**config.mk**
```make
export PLATFORM = sky130hd
export DESIGN_NAME = ai_tank_driver
export DESIGN_NICKNAME = d
export VERILOG_FILES = /design/src/rtl/battlecity_pkg.sv /design/src/rtl/tank_edge_probe.sv /design/src/rtl/ai_tank_driver.sv
export SDC_FILE = /design/constraint.sdc
export NUM_CORES = 1
export LEC_CHECK = 0
export BUFFER_PORTS_ARGS = -buffer_cell sky130_fd_sc_hd__clkbuf_2
export CELL_PAD_IN_SITES_DETAIL_PLACEMENT = 0
export CELL_PAD_IN_SITES_GLOBAL_PLACEMENT = 1
export CORE_UTILIZATION = 43
export CTS_CLUSTER_DIAMETER = 60
export DETAILED_ROUTE_END_ITERATION = 16
export PLACE_DENSITY = 0.92
export SYNTH_ARGS = -nofsm -noshare
export SYNTH_HDL_FRONTEND = slang
export SYNTH_SLANG_ARGS = --single-unit
```
**constraint.sdc**
```tcl
create_clock -name Clk -period 4.1 [get_ports Clk]
set_input_delay 0.82 -clock Clk [delete_from_list [all_inputs] [get_ports Clk]]
set_output_delay 0.82 -clock Clk [all_outputs]
set_load 0.02 [all_outputs]
```
**src/rtl/battlecity_pkg.sv**
```systemverilog
// Shared types and constants for the Battle City enemy tank logic.
// Screen is 640x480; tanks are 32x32 sprites stepping 2 pixels per frame.
package battlecity_pkg;

    typedef enum logic [1:0] {
        DIR_RIGHT = 2'b00,
        DIR_LEFT  = 2'b01,
        DIR_DOWN  = 2'b10,
        DIR_UP    = 2'b11
    } dir_t;

    typedef enum logic [2:0] {
        ST_IDLE,
        ST_LATCH,
        ST_PROBE0,
        ST_PROBE1,
        ST_COMMIT,
        ST_FIRE
    } state_t;

    // AI control nibble layout {fire, move, dir[1:0]}
    localparam int CTL_FIRE = 3;
    localparam int CTL_MOVE = 2;

    localparam int COORD_W  = 10;
    localparam int SCREEN_W = 640;
    localparam int SCREEN_H = 480;
    localparam int TILE_SIZE = 16;

    localparam logic [COORD_W-1:0] X_START   = 10'd64;
    localparam logic [COORD_W-1:0] Y_START   = 10'd32;
    localparam logic [COORD_W-1:0] X_MIN     = 10'd0;
    localparam logic [COORD_W-1:0] X_MAX     = 10'd608;
    localparam logic [COORD_W-1:0] Y_MIN     = 10'd0;
    localparam logic [COORD_W-1:0] Y_MAX     = 10'd448;
    localparam logic [COORD_W-1:0] TANK_SIZE = 10'd32;
    localparam logic [COORD_W-1:0] STEP      = 10'd2;

    localparam int FIRE_CD     = 30;
    localparam int MAP_TIMEOUT = 64;
    localparam int CD_W        = 5;
    localparam int TO_W        = 6;

endpackage

```
**src/rtl/tank_edge_probe.sv**
```systemverilog
// Candidate position, bounds check and leading-edge probe corner for one step.
// Latency: combinational.
// Backpressure: none; pure function of its inputs.
module tank_edge_probe
    import battlecity_pkg::*;
(
    input  dir_t               dir,
    input  logic [COORD_W-1:0] x,
    input  logic [COORD_W-1:0] y,
    input  logic               idx,
    output logic [COORD_W-1:0] nx,
    output logic [COORD_W-1:0] ny,
    output logic               bounds_ok,
    output logic [COORD_W-1:0] probe_x,
    output logic [COORD_W-1:0] probe_y
);

    localparam logic [COORD_W-1:0] FAR = TANK_SIZE - 10'd1;

    // One extra bit so x+STEP near the top of the range cannot wrap
    logic [COORD_W:0] x_inc;
    logic [COORD_W:0] y_inc;

    assign x_inc = {1'b0, x} + {1'b0, STEP};
    assign y_inc = {1'b0, y} + {1'b0, STEP};

    always_comb begin
        nx        = x;
        ny        = y;
        bounds_ok = 1'b0;
        case (dir)
            DIR_RIGHT: begin
                nx        = x_inc[COORD_W-1:0];
                bounds_ok = (x_inc <= {1'b0, X_MAX});
            end
            DIR_LEFT: begin
                nx        = x - STEP;
                bounds_ok = (x >= X_MIN + STEP);
            end
            DIR_DOWN: begin
                ny        = y_inc[COORD_W-1:0];
                bounds_ok = (y_inc <= {1'b0, Y_MAX});
            end
            default: begin
                ny        = y - STEP;
                bounds_ok = (y >= Y_MIN + STEP);
            end
        endcase
    end

    always_comb begin
        probe_x = nx;
        probe_y = ny;
        case (dir)
            DIR_RIGHT: begin
                probe_x = nx + FAR;
                probe_y = idx ? ny + FAR : ny;
            end
            DIR_LEFT: begin
                probe_x = nx;
                probe_y = idx ? ny + FAR : ny;
            end
            DIR_DOWN: begin
                probe_x = idx ? nx + FAR : nx;
                probe_y = ny + FAR;
            end
            default: begin
                probe_x = idx ? nx + FAR : nx;
                probe_y = ny;
            end
        endcase
    end

endmodule

```
**src/rtl/ai_tank_driver.sv**
```systemverilog
// Per-frame enemy tank driver: turn, probe tile map, step, then request a bullet.
// Latency: position updates a few cycles after frame_tick plus map ack delays.
// Backpressure: map_req/fire_req held until ack; frame_tick outside IDLE is dropped.
module ai_tank_driver
    import battlecity_pkg::*;
(
    input  logic               Clk,
    input  logic               Reset_n,
    input  logic               frame_tick,
    input  logic [3:0]         AI_tank_control,
    input  logic               tank_alive,
    output logic               map_req,
    output logic [COORD_W-1:0] map_x,
    output logic [COORD_W-1:0] map_y,
    input  logic               map_ack,
    input  logic               map_blocked,
    output logic [COORD_W-1:0] tank_x,
    output logic [COORD_W-1:0] tank_y,
    output logic [1:0]         tank_dir,
    output logic               fire_req,
    output logic [COORD_W-1:0] fire_x,
    output logic [COORD_W-1:0] fire_y,
    output logic [1:0]         fire_dir,
    input  logic               fire_ack
);

    localparam logic [COORD_W-1:0] HALF = TANK_SIZE >> 1;

    state_t            state;
    dir_t              lat_dir;
    logic              lat_fire;
    logic [CD_W-1:0]   cooldown;
    logic [TO_W-1:0]   to_cnt;

    dir_t               pdir;
    logic               pidx;
    logic [COORD_W-1:0] nx;
    logic [COORD_W-1:0] ny;
    logic               bounds_ok;
    logic [COORD_W-1:0] probe_x;
    logic [COORD_W-1:0] probe_y;

    logic               fire_bit;
    logic               want_fire;
    logic               probing;
    logic               probe_fail;
    logic               latch_skip;
    logic               seq_done;
    logic [COORD_W-1:0] base_x;
    logic [COORD_W-1:0] base_y;

    tank_edge_probe u_probe (
        .dir       (pdir),
        .x         (tank_x),
        .y         (tank_y),
        .idx       (pidx),
        .nx        (nx),
        .ny        (ny),
        .bounds_ok (bounds_ok),
        .probe_x   (probe_x),
        .probe_y   (probe_y)
    );

    // During LATCH the nibble is used live; afterwards the snapshot drives everything
    always_comb begin
        pdir       = (state == ST_LATCH) ? dir_t'(AI_tank_control[1:0]) : lat_dir;
        pidx       = (state != ST_LATCH);
        fire_bit   = (state == ST_LATCH) ? AI_tank_control[CTL_FIRE] : lat_fire;
        want_fire  = fire_bit && (cooldown == '0) && tank_alive;
        probing    = ((state == ST_PROBE0) || (state == ST_PROBE1)) && map_req;
        probe_fail = probing && (map_ack ? map_blocked
                                         : (to_cnt == TO_W'(MAP_TIMEOUT - 1)));
        latch_skip = (state == ST_LATCH) && !(AI_tank_control[CTL_MOVE] && bounds_ok);
        seq_done   = latch_skip || probe_fail || (state == ST_COMMIT);
        base_x     = (state == ST_COMMIT) ? nx : tank_x;
        base_y     = (state == ST_COMMIT) ? ny : tank_y;
    end

    always_ff @(posedge Clk) begin
        if (!Reset_n) begin
            state    <= ST_IDLE;
            lat_dir  <= DIR_UP;
            lat_fire <= 1'b0;
            tank_x   <= X_START;
            tank_y   <= Y_START;
            tank_dir <= DIR_UP;
            map_req  <= 1'b0;
            map_x    <= '0;
            map_y    <= '0;
            fire_req <= 1'b0;
            fire_x   <= '0;
            fire_y   <= '0;
            fire_dir <= '0;
            cooldown <= '0;
            to_cnt   <= '0;
        end else begin
            if (frame_tick && (cooldown != '0)) begin
                cooldown <= cooldown - CD_W'(1);
            end

            case (state)
                ST_IDLE: begin
                    if (frame_tick && tank_alive) begin
                        state <= ST_LATCH;
                    end
                end
                ST_LATCH: begin
                    lat_dir  <= pdir;
                    lat_fire <= AI_tank_control[CTL_FIRE];
                    tank_dir <= pdir;
                    if (!latch_skip) begin
                        state   <= ST_PROBE0;
                        map_req <= 1'b1;
                        map_x   <= probe_x;
                        map_y   <= probe_y;
                        to_cnt  <= '0;
                    end
                end
                ST_PROBE0: begin
                    if (map_req) begin
                        if (map_ack && !map_blocked) begin
                            // Drop the request for a cycle so the second corner is a fresh request
                            map_req <= 1'b0;
                            map_x   <= probe_x;
                            map_y   <= probe_y;
                            state   <= ST_PROBE1;
                        end else if (!map_ack) begin
                            to_cnt <= to_cnt + TO_W'(1);
                        end
                    end
                end
                ST_PROBE1: begin
                    if (!map_req) begin
                        map_req <= 1'b1;
                        to_cnt  <= '0;
                    end else if (map_ack && !map_blocked) begin
                        map_req <= 1'b0;
                        state   <= ST_COMMIT;
                    end else if (!map_ack) begin
                        to_cnt <= to_cnt + TO_W'(1);
                    end
                end
                ST_COMMIT: begin
                    if (tank_alive) begin
                        tank_x <= nx;
                        tank_y <= ny;
                    end
                end
                ST_FIRE: begin
                    if (fire_ack) begin
                        fire_req <= 1'b0;
                        cooldown <= CD_W'(FIRE_CD);
                        state    <= ST_IDLE;
                    end
                end
                default: state <= ST_IDLE;
            endcase

            // Common exit of the movement phase: optionally raise a shot, else back to IDLE
            if (seq_done) begin
                map_req <= 1'b0;
                if (want_fire) begin
                    state    <= ST_FIRE;
                    fire_req <= 1'b1;
                    fire_x   <= base_x + HALF;
                    fire_y   <= base_y + HALF;
                    fire_dir <= pdir;
                end else begin
                    state <= ST_IDLE;
                end
            end
        end
    end

endmodule

```
-- Word-level counts from Yosys, hierarchy flattened
Cells that the tools add are included.
- equal/unequal tests: 20
- $add $sub $neg: 10
- multiplexer cells: 48
- $lt $le $gt $ge: 4
- bitwise gates (word level): 1
- reductions and logical operators: 28
- operator list (cell ; number):
    10-bit case mux with 2 select lines ; 6
    10-bit 2-to-1 mux ; 10
    10-bit by 5-bit adder with 10-bit output, second input constant ; 4
    6-bit 2-to-1 mux ; 5
    3-bit 2-to-1 mux ; 9
    10-bit by 2-bit adder with 11-bit output, second input constant ; 2
    10-bit by 2-bit >= comparator with 1-bit output, second input constant ; 2
    10-bit by 2-bit subtractor with 10-bit output, second input constant ; 2
    3-bit case mux with 6 select lines ; 1
    6-bit case mux with 3 select lines ; 1
    5-bit 2-to-1 mux ; 3
    3-bit != test, second input constant ; 5
    11-bit by 10-bit less-or-equal comparator with 1-bit output, second input constant ; 1
    11-bit by 9-bit less-or-equal comparator with 1-bit output, second input constant ; 1
    1-bit 2-to-1 mux ; 10
    1-bit logical AND ; 9
    8-bit AND reduction ; 1
    6-bit by 1-bit adder with 6-bit output, second input constant ; 1
    3-bit by 2-bit equality test with 1-bit output, second input constant ; 2
    3-bit equality test, second input constant ; 2
    6-bit equality test, second input constant ; 1
    2-bit != test, second input constant ; 3
    3-bit by 2-bit != test with 1-bit output, second input constant ; 2
    1-bit case mux with 3 select lines ; 2
    other kinds (20) ; 26
- flip-flop bits (word level): 81
- word-level logic and storage cells: 125

-- Depth between registers and ports, before layout
Gate-level depths: netlist of the first run.
- depth after elaboration: 11
- gate-level depth with buffers: 14
- gate-level depth less buffers: 12

-- Modules after synthesis
Synthesis of the first run repeated with hierarchy kept, for this count alone.
- cells, all modules: 649
- area total of the unflattened synthesis: 5253.8 µm²
- modules (own cells, without submodules) (module ; area an instance (µm²) ; cells an instance ; times used):
    ai_tank_driver ; 3756.1 ; 430 ; 1
    tank_edge_probe ; 1497.7 ; 219 ; 1

-- Worst setup path before layout of the first run
Ideal clock, no wire load.
- kind: flip-flop to flip-flop
- start: register tank_x[1]
- end: register map_x[9]
- setup slack: 1139 ps
- arrival time: 2892 ps
- stages on the path, launching flop included: 12
- period minus slack after synthesis: 2961 ps
- buffers on the path: 1
- setup time: 70 ps
- required time: 4030 ps
- cells stage by stage: dfxtp_1 > clkbuf_1 > inv_1 > ha_1 > or3b_1 > or3_1 > mux2i_2 > nand2_1 > xnor2_1 > nand2_1 > o311a_1 > a21oi_1
- cells in the longest elaborated chain, start to end: 8
- elaborated cells on any way between the ends: 18
- classes of those cells: 3 x add/sub; 2 x order compare; 1 x eq/ne; 8 x mux; 4 x reduce/logical
- RTL lines (item ; RTL line ; RTL):
    from (decl) ; ai_tank_driver.sv:17 ; output logic [COORD_W-1:0] tank_x,
    from (signal assigned) ; ai_tank_driver.sv:145 ; tank_x <= nx;
    10-bit by 2-bit subtractor with 10-bit output / 10-bit by 2-bit adder with 11-bit output (equally long branches) ; tank_edge_probe.sv:37, tank_edge_probe.sv:24 ;
    10-bit case mux with 2 select lines / 11-bit by 10-bit less-or-equal comparator with 1-bit output (equally long branches) ; tank_edge_probe.sv:31, tank_edge_probe.sv:34 ;
    10-bit by 5-bit adder with 10-bit output / 1-bit case mux with 3 select lines (equally long branches) ; -- ;
    10-bit 2-to-1 mux / 1-bit logical AND (equally long branches) ; tank_edge_probe.sv:64, tank_edge_probe.sv:68, ai_tank_driver.sv:73 ;
    10-bit case mux with 2 select lines / 1-bit zero test (equally long branches) ; tank_edge_probe.sv:54, ai_tank_driver.sv:73 ;
    10-bit 2-to-1 mux / 1-bit logical AND (equally long branches) ; ai_tank_driver.sv:121, ai_tank_driver.sv:73 ;
    10-bit 2-to-1 mux / 2-bit != test (equally long branches) ; -- ;
    10-bit case mux with 2 select lines / 4-bit AND reduction (equally long branches) ; -- ;
    to (signal assigned) ; ai_tank_driver.sv:114 ; map_x <= probe_x;
    to (signal assigned) ; ai_tank_driver.sv:124 ; map_x <= probe_x;
    to (decl) ; ai_tank_driver.sv:13 ; output logic [COORD_W-1:0] map_x,
Parallel ways exist; a longest one is shown, timed or not. The select of a mux whose other input is x is not followed.
A chain may end at the register's enable or synchronous reset.

-- Worst setup path in the final report of the first run
- start: register state[1]
- end: register fire_dir[0]
- cells in the longest elaborated chain, start to end: 10
- elaborated cells on any way between the ends: 21
- classes of those cells: 6 x eq/ne; 3 x mux; 12 x reduce/logical
- RTL lines (item ; RTL line ; RTL):
    from (decl) ; ai_tank_driver.sv:29 ; state_t state;
    from (signal assigned) ; ai_tank_driver.sv:81 ; state <= ST_IDLE;
    from (signal assigned) ; ai_tank_driver.sv:104 ; state <= ST_LATCH;
    from (signal assigned) ; ai_tank_driver.sv:112 ; state <= ST_PROBE0;
    3-bit by 1-bit equality test with 1-bit output ; ai_tank_driver.sv:66, ai_tank_driver.sv:68, ai_tank_driver.sv:73 ;
    2-bit 2-to-1 mux ; ai_tank_driver.sv:66 ; pdir = (state == ST_LATCH) ? dir_t'(AI_tank_control[1:0]) : lat_dir;
    2-bit equality test (tied with other cells) ; tank_edge_probe.sv:31 ; case (dir)
    1-bit case mux with 3 select lines ; tank_edge_probe.sv:31 ;
    1-bit logical AND ; ai_tank_driver.sv:73 ; latch_skip = (state == ST_LATCH) && !(AI_tank_control[CTL_MOVE] && bounds_ok);
    1-bit zero test ; ai_tank_driver.sv:73 ;
    1-bit logical AND ; ai_tank_driver.sv:73 ;
    1-bit logical OR (2 in series) ; ai_tank_driver.sv:74 ; seq_done = latch_skip || probe_fail || (state == ST_COMMIT);
    2-bit AND reduction (no line) ; -- ;
    to (signal assigned) ; ai_tank_driver.sv:167 ; fire_dir <= pdir;
    to (decl) ; ai_tank_driver.sv:23 ; output logic [1:0] fire_dir,
Parallel ways exist; a longest one is shown, timed or not.

==> impl_metrics.tcl, run 1 <==
set metrics [dict create \
    hold_buffers 0 \
    drt_wl_total_um 15350 \
    cts_buffers 9 \
    maxSlewHeadroom_pct 30.79 \
    synthCells 684 \
    drv_slew 0 \
    fin_nets 764 \
    drive_above_1_share_pct 18.03 \
    yosysWarningCount 0 \
    met1_length_um 6538 \
    hold_depth 2 \
    fin_crit_sh_pct 90.19 \
    crit_required_ps 4300 \
    synthToLayoutAreaGrowth_pct 13.77 \
    critPathCaptureType "flip-flop" \
    dp_hpwl_um 11100 \
    cts_resized 0 \
    cellLeakagePower_nw 2.572 \
    die_area_sq_um 13030 \
    cts_tree "done" \
    ant_nets 0 \
    async_flop_share_pct 0 \
    reg2regPathDepth 9 \
    cts_root_buf "clkbuf_16" \
    crit_chain "or3b_1 -> a21boi_1 -> nand2_1 -> a41o_1 -> nor3_2 -> nor4_4 -> o21ai_4 -> mux2i_1 -> nor2_1" \
    synth-edff-count 0 \
    rsz0062_at_grt "no" \
    ys_ff_latch 77 \
    hold_viol_final 0 \
    timing.final.crit_period_ps 3698 \
    antenna_found_initial 0 \
    grt_pass1_wl_um 25270 \
    arrival_ps 3890 \
    grt_max_degree 55 \
    cts.htree.levels 3 \
    globalplace.congestion 0.9784 \
    io_pins 77 \
    ys_types 83 \
    drc 0 \
    drt_iter0_drc 482 \
    finClkSkew_ps 7.738 \
    dr_wl_met2_um 7397 \
    synthFlopType "dfxtp_1" \
    crit_path_max_fanout 27 \
    clock.fmax_ghz 0.2704 \
    grtUsageTotal_pct 24.77 \
    core.rowCount 40 \
    netlist_area_sq_um 5408 \
    initial_core_util_pct 44.65 \
    setup_violations 0 \
    wl_per_cell_um 16.85 \
    dp.cells 896 \
    grt_pass1_vias 5048 \
    peakVddDrop_v 0.0003091 \
    p_per_area_nw_per_um2 588.0 \
    die_y_um 114.1 \
    cts_num_sinks 77 \
    numPortBuffers 72 \
    max_stage_delay_ps 820 \
    routed.top_layer "met4" \
    clk_pin_slew_ps 60 \
    cp_slowest_cell "o21ai_4" \
    vias_per_cell 5.727 \
    core_sq_um 12110 \
    die_width_um 114.1 \
    worst_hold_path_type "flip-flop to flip-flop" \
    tns_ps 0 \
    grt-ovfl-total 0 \
    syn_avg_cell_area_sq_um 7.906 \
    status "complete, no violations" \
    final_util_pct 50.80 \
    drtPass1Iterations 5 \
    clk_latency_ps 350 \
    ctsLongestPathBuffers 2 \
    antenna_cells 0 \
    via_count 5217 \
    worst_slew_pin_slew_ps 1037 \
    cap_viol_max_count 0 \
    wl_met3_um 888 \
    stdcell_count 911 \
    ys_seq_area_share_pct 28.51 \
    start_kind "flip-flop" \
    post_cts_buffers 0 \
    critPathKind "flip-flop to flip-flop" \
]
==> area by class of cell <==
cell class              count  area, sq um
clock inverters             4        48.80
well taps                 168        210.2
flip-flops and latches     77         1541
repair buffers             89        488.0
inverters                  18        67.56
clock buffers              11        242.7
fillers                  1199         5959
multi-input cells         544         3553
==> metal layers <==
layer	vias up	track usage (%)
met5	-	0
met4	0	12.38
met3	32	5.611
met2	175	40.69
met1	2487	30.48
li1	2523	-
==> final timing paths <==
check	slack (ps)	from	endpoint
worst max-delay path	400	state[1]$_SDFFE_PN0P_	fire_dir[0]$_SDFFE_PN0P_
worst max register to register	400	state[1]$_SDFFE_PN0P_	fire_dir[0]$_SDFFE_PN0P_
worst min register to register	470	fire_y[2]$_SDFFE_PN0P_	fire_y[2]$_SDFFE_PN0P_
worst min-delay path	470	fire_y[2]$_SDFFE_PN0P_	fire_y[2]$_SDFFE_PN0P_
==> state kept, by name (all words and copies together), names as in the netlist <==
register  cells
map_x        10
map_y        10
fire_x        9
fire_y        9
tank_x        9
tank_y        9
to_cnt        6
cooldown      5
state         3
fire_dir      2
lat_dir       2
fire_req      1
lat_fire      1
map_req       1
==> synth_stat cells (all sizes together) (3+ instances only) <==
| cell | instances | share of area (%) |
|---|---|---|
| a31oi | 5 | 0.69 |
| clkbuf | 23 | 1.6 |
| buf | 25 | 3.1 |
| nor4 | 7 | 1.1 |
| a22o | 3 | 0.49 |
| nor3b | 9 | 1.2 |
| inv | 17 | 1.2 |
| or2 | 3 | 0.35 |
| a22oi | 5 | 0.69 |
| a32oi | 3 | 0.49 |
| o21ai | 36 | 3.6 |
| a21oi | 38 | 3.7 |
| o211ai | 3 | 0.42 |
| xor2 | 23 | 3.7 |
| a211oi | 10 | 1.8 |
| nor2b | 5 | 0.58 |
| o21a | 3 | 0.42 |
| nand3 | 20 | 1.9 |
| xnor2 | 43 | 7.7 |
| nor3 | 20 | 2.2 |
| nor2 | 82 | 5.7 |
| nand3b | 3 | 0.49 |
| or3 | 11 | 1.3 |
| dfxtp | 77 | 29 |
| and4 | 3 | 0.49 |
| o22ai | 7 | 0.81 |
| nand2b | 9 | 1.0 |
| o211a | 4 | 0.74 |
| nand2 | 82 | 5.7 |
| ha | 14 | 3.2 |
| and3 | 9 | 1.0 |
| nand4 | 7 | 0.81 |
| a221oi | 4 | 0.76 |
| mux2i | 29 | 5.6 |
==> stage by stage <==
step | worst slack (ps) | area, sq um | power, mW | hold slack, ps
floorplan | 1139 | 5419 | 2.368 | 446.6
global placement | 578.6 | 5861 | 2.776 | 458.9
detailed placement | 447.5 | 5861 | 2.807 | 460.9
CTS | 435.7 | 6152 | 3.619 | 473.6
global route | 60.89 | 6152 | 3.849 | 491.7
finish | 402.1 | 6152 | 3.618 | 474.1
==> worst max-delay path, delay by kind of cell (launching register included) <==
kind               cells  cell delay (ps)
muxes                  1              280
AOI/OAI and AO/OA      3             1580
DFF                    1              420
and+or+nand+nor        5             1260
==> report_power, final <==
group          internal [mW]  leakage (nW)  switching, mW
combinational          0.706          1.80           1.15
clock                  0.484         0.145          0.317
sequential             0.862         0.624         0.0979
total                   2.05          2.57           1.57
==> cells in the final DEF (no fill, tap or decap), types with 9 or more instances in the layout <==
cell        n
dfxtp_1    77
nor2_1     81
nand3_1    20
xnor2_1    38
or3_1      11
nor3_1     18
buf_4      17
a21oi_1    37
mux2i_1    26
clkbuf_2   72
o21ai_0    32
ha_1       14
clkbuf_16   9
nand2b_1    9
nand2_1    82
inv_1      16
nor3b_1     9
and3_1      9
xor2_1     23
==> logic make-up (layout without fill, tap and decap cells) <==
logic type / Yosys count / count (layout) / synth area share (%)
muxes: 31 / 31 / 6.131
other: 1 / 4 / 0.06935
xor gates and xnor gates: 66 / 66 / 11.38
buffers and inverters: 66 / 122 / 5.992
DFF: 77 / 77 / 28.51
AOI/OAI and AO/OA: 147 / 147 / 18.88
adders and majority gates: 14 / 14 / 3.239
and+or+nand+nor: 282 / 282 / 25.80
No activity file was read; power rests on OpenSTA's default activity.
==> run 2, diff against run 1 <==
- ABC_AREA: unset -> 1
- CORE_UTILIZATION: 43 -> 41
- PLACE_DENSITY: 0.92 -> 0.93
==> run 2 against run 1 <==
  * Power rose by 31%
  * Clock skew fell by 2.6 ps
  * Setup slack improved by 570 ps
  * Non-clock buffer count fell by 12
  * Register-to-register slack improved by 570 ps
  * Critical path depth rose by 4
  * Via count rose by 16%
  * Utilization fell by 3.0 points
  * Largest cell class unchanged
  * Highest routed layer unchanged
==> impl_metrics.tcl, run 2 <==
set metrics [dict create \
    hold_viol_final 0 \
    ctsLongestPathBuffers 2 \
    top_regs "map_x x10, map_y x10" \
    ys_seq_area_share_pct 27.25 \
    synth_area_leader_cell "dfxtp_1" \
    antenna_cells 0 \
    switching_share_pct 51.44 \
    maxSlewHeadroom_pct 47.00 \
    crit_path_max_fanout 21 \
    peakVddDrop_v 0.0002708 \
    critPathKind "flip-flop to flip-flop" \
    drv_slew 0 \
    top_usage_layer "met2" \
    hold_buffers 0 \
    status "complete, no violations" \
    setup_violations 0 \
    antenna_found_initial 0 \
    cts_num_sinks 77 \
    die_area_sq_um 14270 \
    met1_usage_pct 34.53 \
    p_per_area_nw_per_um2 744.0 \
    clkPwrFrac_pct 18.5 \
    initial_core_util_pct 42.38 \
    wl_per_cell_um 14.19 \
    timing.final.crit_period_ps 3130 \
    grt-ovfl-total 0 \
    yosys-top-cells-count "nand2_1, nor2_1, inv_1, nand3_1, dfxtp_1" \
    crit_required_ps 4340 \
    clock.fmax_ghz 0.3195 \
    final_common_cell "nand2_1" \
    grt_util_met3_pct 3.927 \
    synth-edff-count 0 \
    cts_buffers 9 \
    ys_types 53 \
    core.rowCount 42 \
    post_cts_buffers 0 \
    grtUsageTotal_pct 23.64 \
    grt_use_met2_pct 35.04 \
    critPathCaptureType "flip-flop" \
    worst_hold_path_type "flip-flop to flip-flop" \
    internal_power_mw 2.304 \
    fill_cells 1412 \
    p_switching_mw 2.441 \
    yosysMostFrequentCell "nand2_1" \
    syn_avg_cell_area_sq_um 6.129 \
    cap_viol_max_count 0 \
    grt_pass1_wl_um 27060 \
    cellLeakagePower_nw 3.151 \
    numPortBuffers 72 \
    grt_max_degree 58 \
    drt_wl_total_um 16420 \
    io_pins 77 \
    synthFlopType "dfxtp_1" \
    yosysWarningCount 0 \
    dp_hpwl_um 11920 \
    drive_above_1_share_pct 13.76 \
    fin_crit_sh_pct 76.34 \
    worst_slew_pin_slew_ps 794.1 \
    clk_latency_ps 340 \
    synthCells 923 \
    drt_iter0_drc 592 \
    vias_per_cell 5.223 \
    timing.hold.ws_ps 479.3 \
    cts_resized 0 \
    start_kind "flip-flop" \
    drtPass1Iterations 5 \
    die_y_um 119.5 \
    core_sq_um 13350 \
    tns_ps 0 \
    seq_power_share_pct 23.9 \
    grt_pass1_vias 5370 \
    arrival_ps 3370 \
    synth_top_area_share_pct 27.25 \
    netlist_area_sq_um 5657 \
    die_width_um 119.5 \
    ys_top_cells_by_area "dfxtp_1, nand2_1, nor2_1, nand3_1, inv_1" \
    via_count 6043 \
    synthToLayoutAreaGrowth_pct 12.74 \
    drc 0 \
    cts_root_buf "clkbuf_16" \
    async_flop_share_pct 0 \
    globalplace.congestion 0.9081 \
    ant_nets 0 \
    clk_pin_slew_ps 60 \
    finClkSkew_ps 5.164 \
    ys_ff_latch 77 \
    cts.htree.levels 3 \
    cts_tree "done" \
    rsz0062_at_grt "no" \
    fin_nets 1001 \
    comb_power_share_pct 57.5 \
    final_cell_mix "nand2_1, nor2_1, inv_1" \
]
==> run 2: changes by cell type in the layout (fill, tap and decap cells not counted), moves of 10 or more <==
cell,before,now
buf_4,17,5
xnor2_1,38,2
inv_1,16,100
a21oi_1,37,48
nand4_1,7,18
nand2_1,82,258
nand3_1,20,81
nor2_1,81,121
mux2i_1,26,1
or3_1,11,0
nor3_1,18,8
o21ai_0,32,64
==> run 2: worst paths after layout <==
kind                            slack (ps)                     end                    from  depth (start not counted)
worst max-delay path                   970  fire_y[8]$_SDFFE_PN0P_   state[0]$_SDFFE_PN0P_                         13
worst min register to register         480  fire_x[4]$_SDFFE_PN0P_  fire_x[4]$_SDFFE_PN0P_                          2
worst max register to register         970  fire_y[8]$_SDFFE_PN0P_   state[0]$_SDFFE_PN0P_                         13
worst min-delay path                   480  fire_x[4]$_SDFFE_PN0P_  fire_x[4]$_SDFFE_PN0P_                          2
==> run 2: power groups by stage <==
stage               registers (mW)  logic [mW]  clock network [mW]
finish                        1.14        2.73               0.880
global route                  1.16        3.05               0.929
CTS                           1.13        2.69               0.897
detailed placement            1.15        2.67                   0
global placement              1.15        2.67                   0
floorplan                     1.26        1.93                   0
==> run 2: critical path, cell delays in order (launching register included) <==
cell	delay, ps
dfxtp_1	700
nand4_2	360
nand2_4	370
nand2_1	250
inv_1	150
o21ai_0	110
nand3_1	90
o21ai_1	190
ha_1	300
nand3_1	100
xor2_1	180
nand3_1	100
nand2_1	90
nor2_1	40
==> run 2: cell families (layout without fill, tap and decap cells) <==
group,after synthesis,count (layout),share of synthesized area (%)
AO/OA/AOI/OAI,144,144,14.27
XOR/XNOR,19,19,2.942
adder cells (fa/ha/maj),14,14,3.097
buffers and inverters,144,199,11.26
flip-flops,77,77,27.25
multiplexers,1,1,0.1770
other,1,4,0.06629
AND/OR/NAND/NOR,523,523,40.94
==> run 2: routing by layer <==
layer	vias up	share of wire (%)
met5	-	0
met4	0	1.9
met1	2721	50
met3	23	6.6
li1	3082	-
met2	217	42
==> run 2: cell type report <==
| cell class | count | area [sq um] | share of cell area (%) |
|---|---|---|---|
| multi-input cells | 705 | 3490 | 54.72 |
| clock inverters | 6 | 86.33 | 1.354 |
| flip-flops and latches | 77 | 1541 | 24.17 |
| repair buffers | 77 | 397.9 | 6.239 |
| well taps | 176 | 220.2 | 3.453 |
| clock buffers | 10 | 239.0 | 3.747 |
| inverters | 106 | 402.9 | 6.317 |
==> run 2: metrics by stage <==
| step | power [mW] | utilization [%] | instances | setup WS (ps) | cell area, sq um |
|---|---|---|---|---|---|
| final | 4.745 | 47.78 | 1157 | 970.1 | 6377 |
| after global routing | 5.144 | 47.78 | 1157 | 702.7 | 6377 |
| after CTS | 4.716 | 47.78 | 1157 | 1045 | 6377 |
| after detailed placement | 3.820 | 45.34 | 1141 | 905.6 | 6052 |
| after global placement | 3.817 | 45.34 | 1141 | 950.8 | 6052 |
| after floorplan | 3.188 | - | 926 | 1535 | 5668 |
==> run 3, diff against run 2 <==
- ABC_AREA: 1 -> 0
- CORE_UTILIZATION: 41 -> 43
- PLACE_DENSITY: 0.93 -> 0.92
- clock period: 4.1 -> 2.9 ns (I/O delays scaled with it)
==> run 3 against run 2 <==
  * Routed wire length decreased by 3.3%
  * Via count is 11% lower
  * Critical path depth shrank 2
  * Die area shrank 8.7%
  * Global-route usage rose by 1.3 points
  * Sequential share of layout area shrank 1.1 points
  * Cell count is 17% lower
  * Clock skew rose by 1.6 ps
  * Sequential cell count unchanged
  * Utilization grew 7.6 points
==> impl_metrics.tcl, run 3 (synthesized netlist as in run 1, its figures left out) <==
set metrics [dict create \
    status "complete, no violations" \
    wl_per_cell_um 16.57 \
    antenna_found_initial 0 \
    core.rowCount 40 \
    setup_ws_ps 108.0 \
    top_regs "map_x x10, map_y x10" \
    fin_nets 810 \
    worst_hold_path_type "flip-flop to flip-flop" \
    drt_wl_total_um 15880 \
    peakVddDrop_v 0.0005994 \
    dp_hpwl_um 11660 \
    fill_cells 1155 \
    grtUsageTotal_pct 24.93 \
    critPathKind "flip-flop to flip-flop" \
    cts_buffers 9 \
    p_per_area_nw_per_um2 825.5 \
    clock.fmax_ghz 0.3582 \
    crit_required_ps 3140 \
    drive_above_1_share_pct 26.08 \
    vias_per_cell 5.633 \
    crit_path_max_fanout 9 \
    die_area_sq_um 13030 \
    clk_latency_ps 350 \
    timing.final.crit_period_ps 2792 \
    core_sq_um 12110 \
    die_y_um 114.1 \
    grt-ovfl-total 0 \
    pre_cts_ws_ps -61.85 \
    grt_pass1_wl_um 25420 \
    drc 0 \
    cap_viol_max_count 0 \
    maxSlewHeadroom_pct 57.52 \
    clk_pin_slew_ps 60 \
    drv_slew 0 \
    ctsLongestPathBuffers 2 \
    hold_viol_final 0 \
    grt_pass1_vias 5202 \
    drtPass1Iterations 6 \
    final_cell_mix "nand2_1, nor2_1, dfxtp_1" \
    initial_core_util_pct 44.65 \
    cts_num_sinks 77 \
    antenna_cells 0 \
    die_width_um 114.1 \
    globalplace.congestion 1.005 \
    worst_slew_pin_slew_ps 637.2 \
    arrival_ps 3030 \
    synthToLayoutAreaGrowth_pct 23.97 \
    power.total_mw 5.534 \
    numPortBuffers 72 \
    hold_buffers 0 \
    ant_nets 0 \
    drt_iter0_drc 332 \
    via_count 5396 \
    start_kind "flip-flop" \
    finClkSkew_ps 6.778 \
    cts.htree.levels 3 \
    setup_violations 0 \
    cellLeakagePower_nw 2.864 \
    io_pins 77 \
    final_common_cell "nand2_1" \
    grt_max_degree 33 \
    critPathCaptureType "flip-flop" \
    fin_crit_sh_pct 96.28 \
    cts_root_buf "clkbuf_16" \
    cts_tree "done" \
]
run 3: cell count changes in the layout (fill, tap and decap cells not counted), sizes merged, moves of 11 or more:
cell   delta
xnor2    +41
nand4    -12
nor2     -51
buf      +57
nand3    -64
a21oi    -11
mux2i    +28
o21ai    -34
nand2   -185
or3      +11
inv      -87
run 3: cell type report:
class	count	area [sq um]	area share, %
multi-input cells	544	3684	54.95
flip-flops and latches	77	1546	23.07
repair buffers	135	895.9	13.36
clock buffers	10	239.0	3.565
well taps	168	210.2	3.136
inverters	18	67.56	1.008
clock inverters	6	61.31	0.9145
run 3: worst max-delay path: stages, from the launching register on:
cell and delay, ps:
dfxtp_1 330, or3b_4 420, buf_4 190, mux2i_2 160, buf_6 150, nor4_2 310, nor2_1 150, xnor2_1 240
nand4_1 170, a41oi_1 270, xor2_1 170, o22ai_1 100
run 3: final timing paths:
check / start / to / slack (ps) / cells past startpoint
setup / recovery: state[0]$_SDFFE_PN0P_ / map_y[8]$_SDFFE_PN0P_ / 110 / 11
hold / removal: cooldown[4]$_SDFF_PN0_ / cooldown[4]$_SDFF_PN0_ / 470 / 2
setup reg to reg: state[0]$_SDFFE_PN0P_ / map_y[8]$_SDFFE_PN0P_ / 110 / 11
hold reg to reg: cooldown[4]$_SDFF_PN0_ / cooldown[4]$_SDFF_PN0_ / 470 / 2
run 3: where the power goes:
group	switching [mW]	leakage, nW	internal (mW)
Combinational	1.78	2.09	1.26
Sequential	0.126	0.626	1.22
Clock	0.465	0.149	0.687
Total	2.37	2.86	3.16
run 3: through the flow:
| stage | hold slack (ps) | area [sq um] | utilization [%] | cells | TNS (ps) |
|---|---|---|---|---|---|
| after global routing | 504.4 | 6704 | 55.35 | 958 | -167.7 |
| final | 468.2 | 6704 | 55.35 | 958 | 0 |
| after floorplan | 446.6 | 5428 | - | 687 | 0 |
| after detailed placement | 461.6 | 6201 | 51.20 | 937 | -61.85 |
| after global placement | 457.8 | 6201 | 51.20 | 937 | -42.75 |
| after CTS | 470.3 | 6509 | 53.74 | 954 | 0 |
run 3: layer usage:
layer / up-vias / wire (um) / global-route usage [%]
met5: - / 0 / 0.3922
met4: 0 / 686 / 14.03
met3: 46 / 1056 / 6.035
met2: 218 / 7570 / 40.69
met1: 2527 / 6562 / 30.01
li1: 2605 / - / -
run 3: repair_timing:
item	in CTS	in global routing
cloned	0	1
setup endpoints to repair	1	48
gates resized for setup	0	29
pin swaps	1	9
buffers inserted	1	3
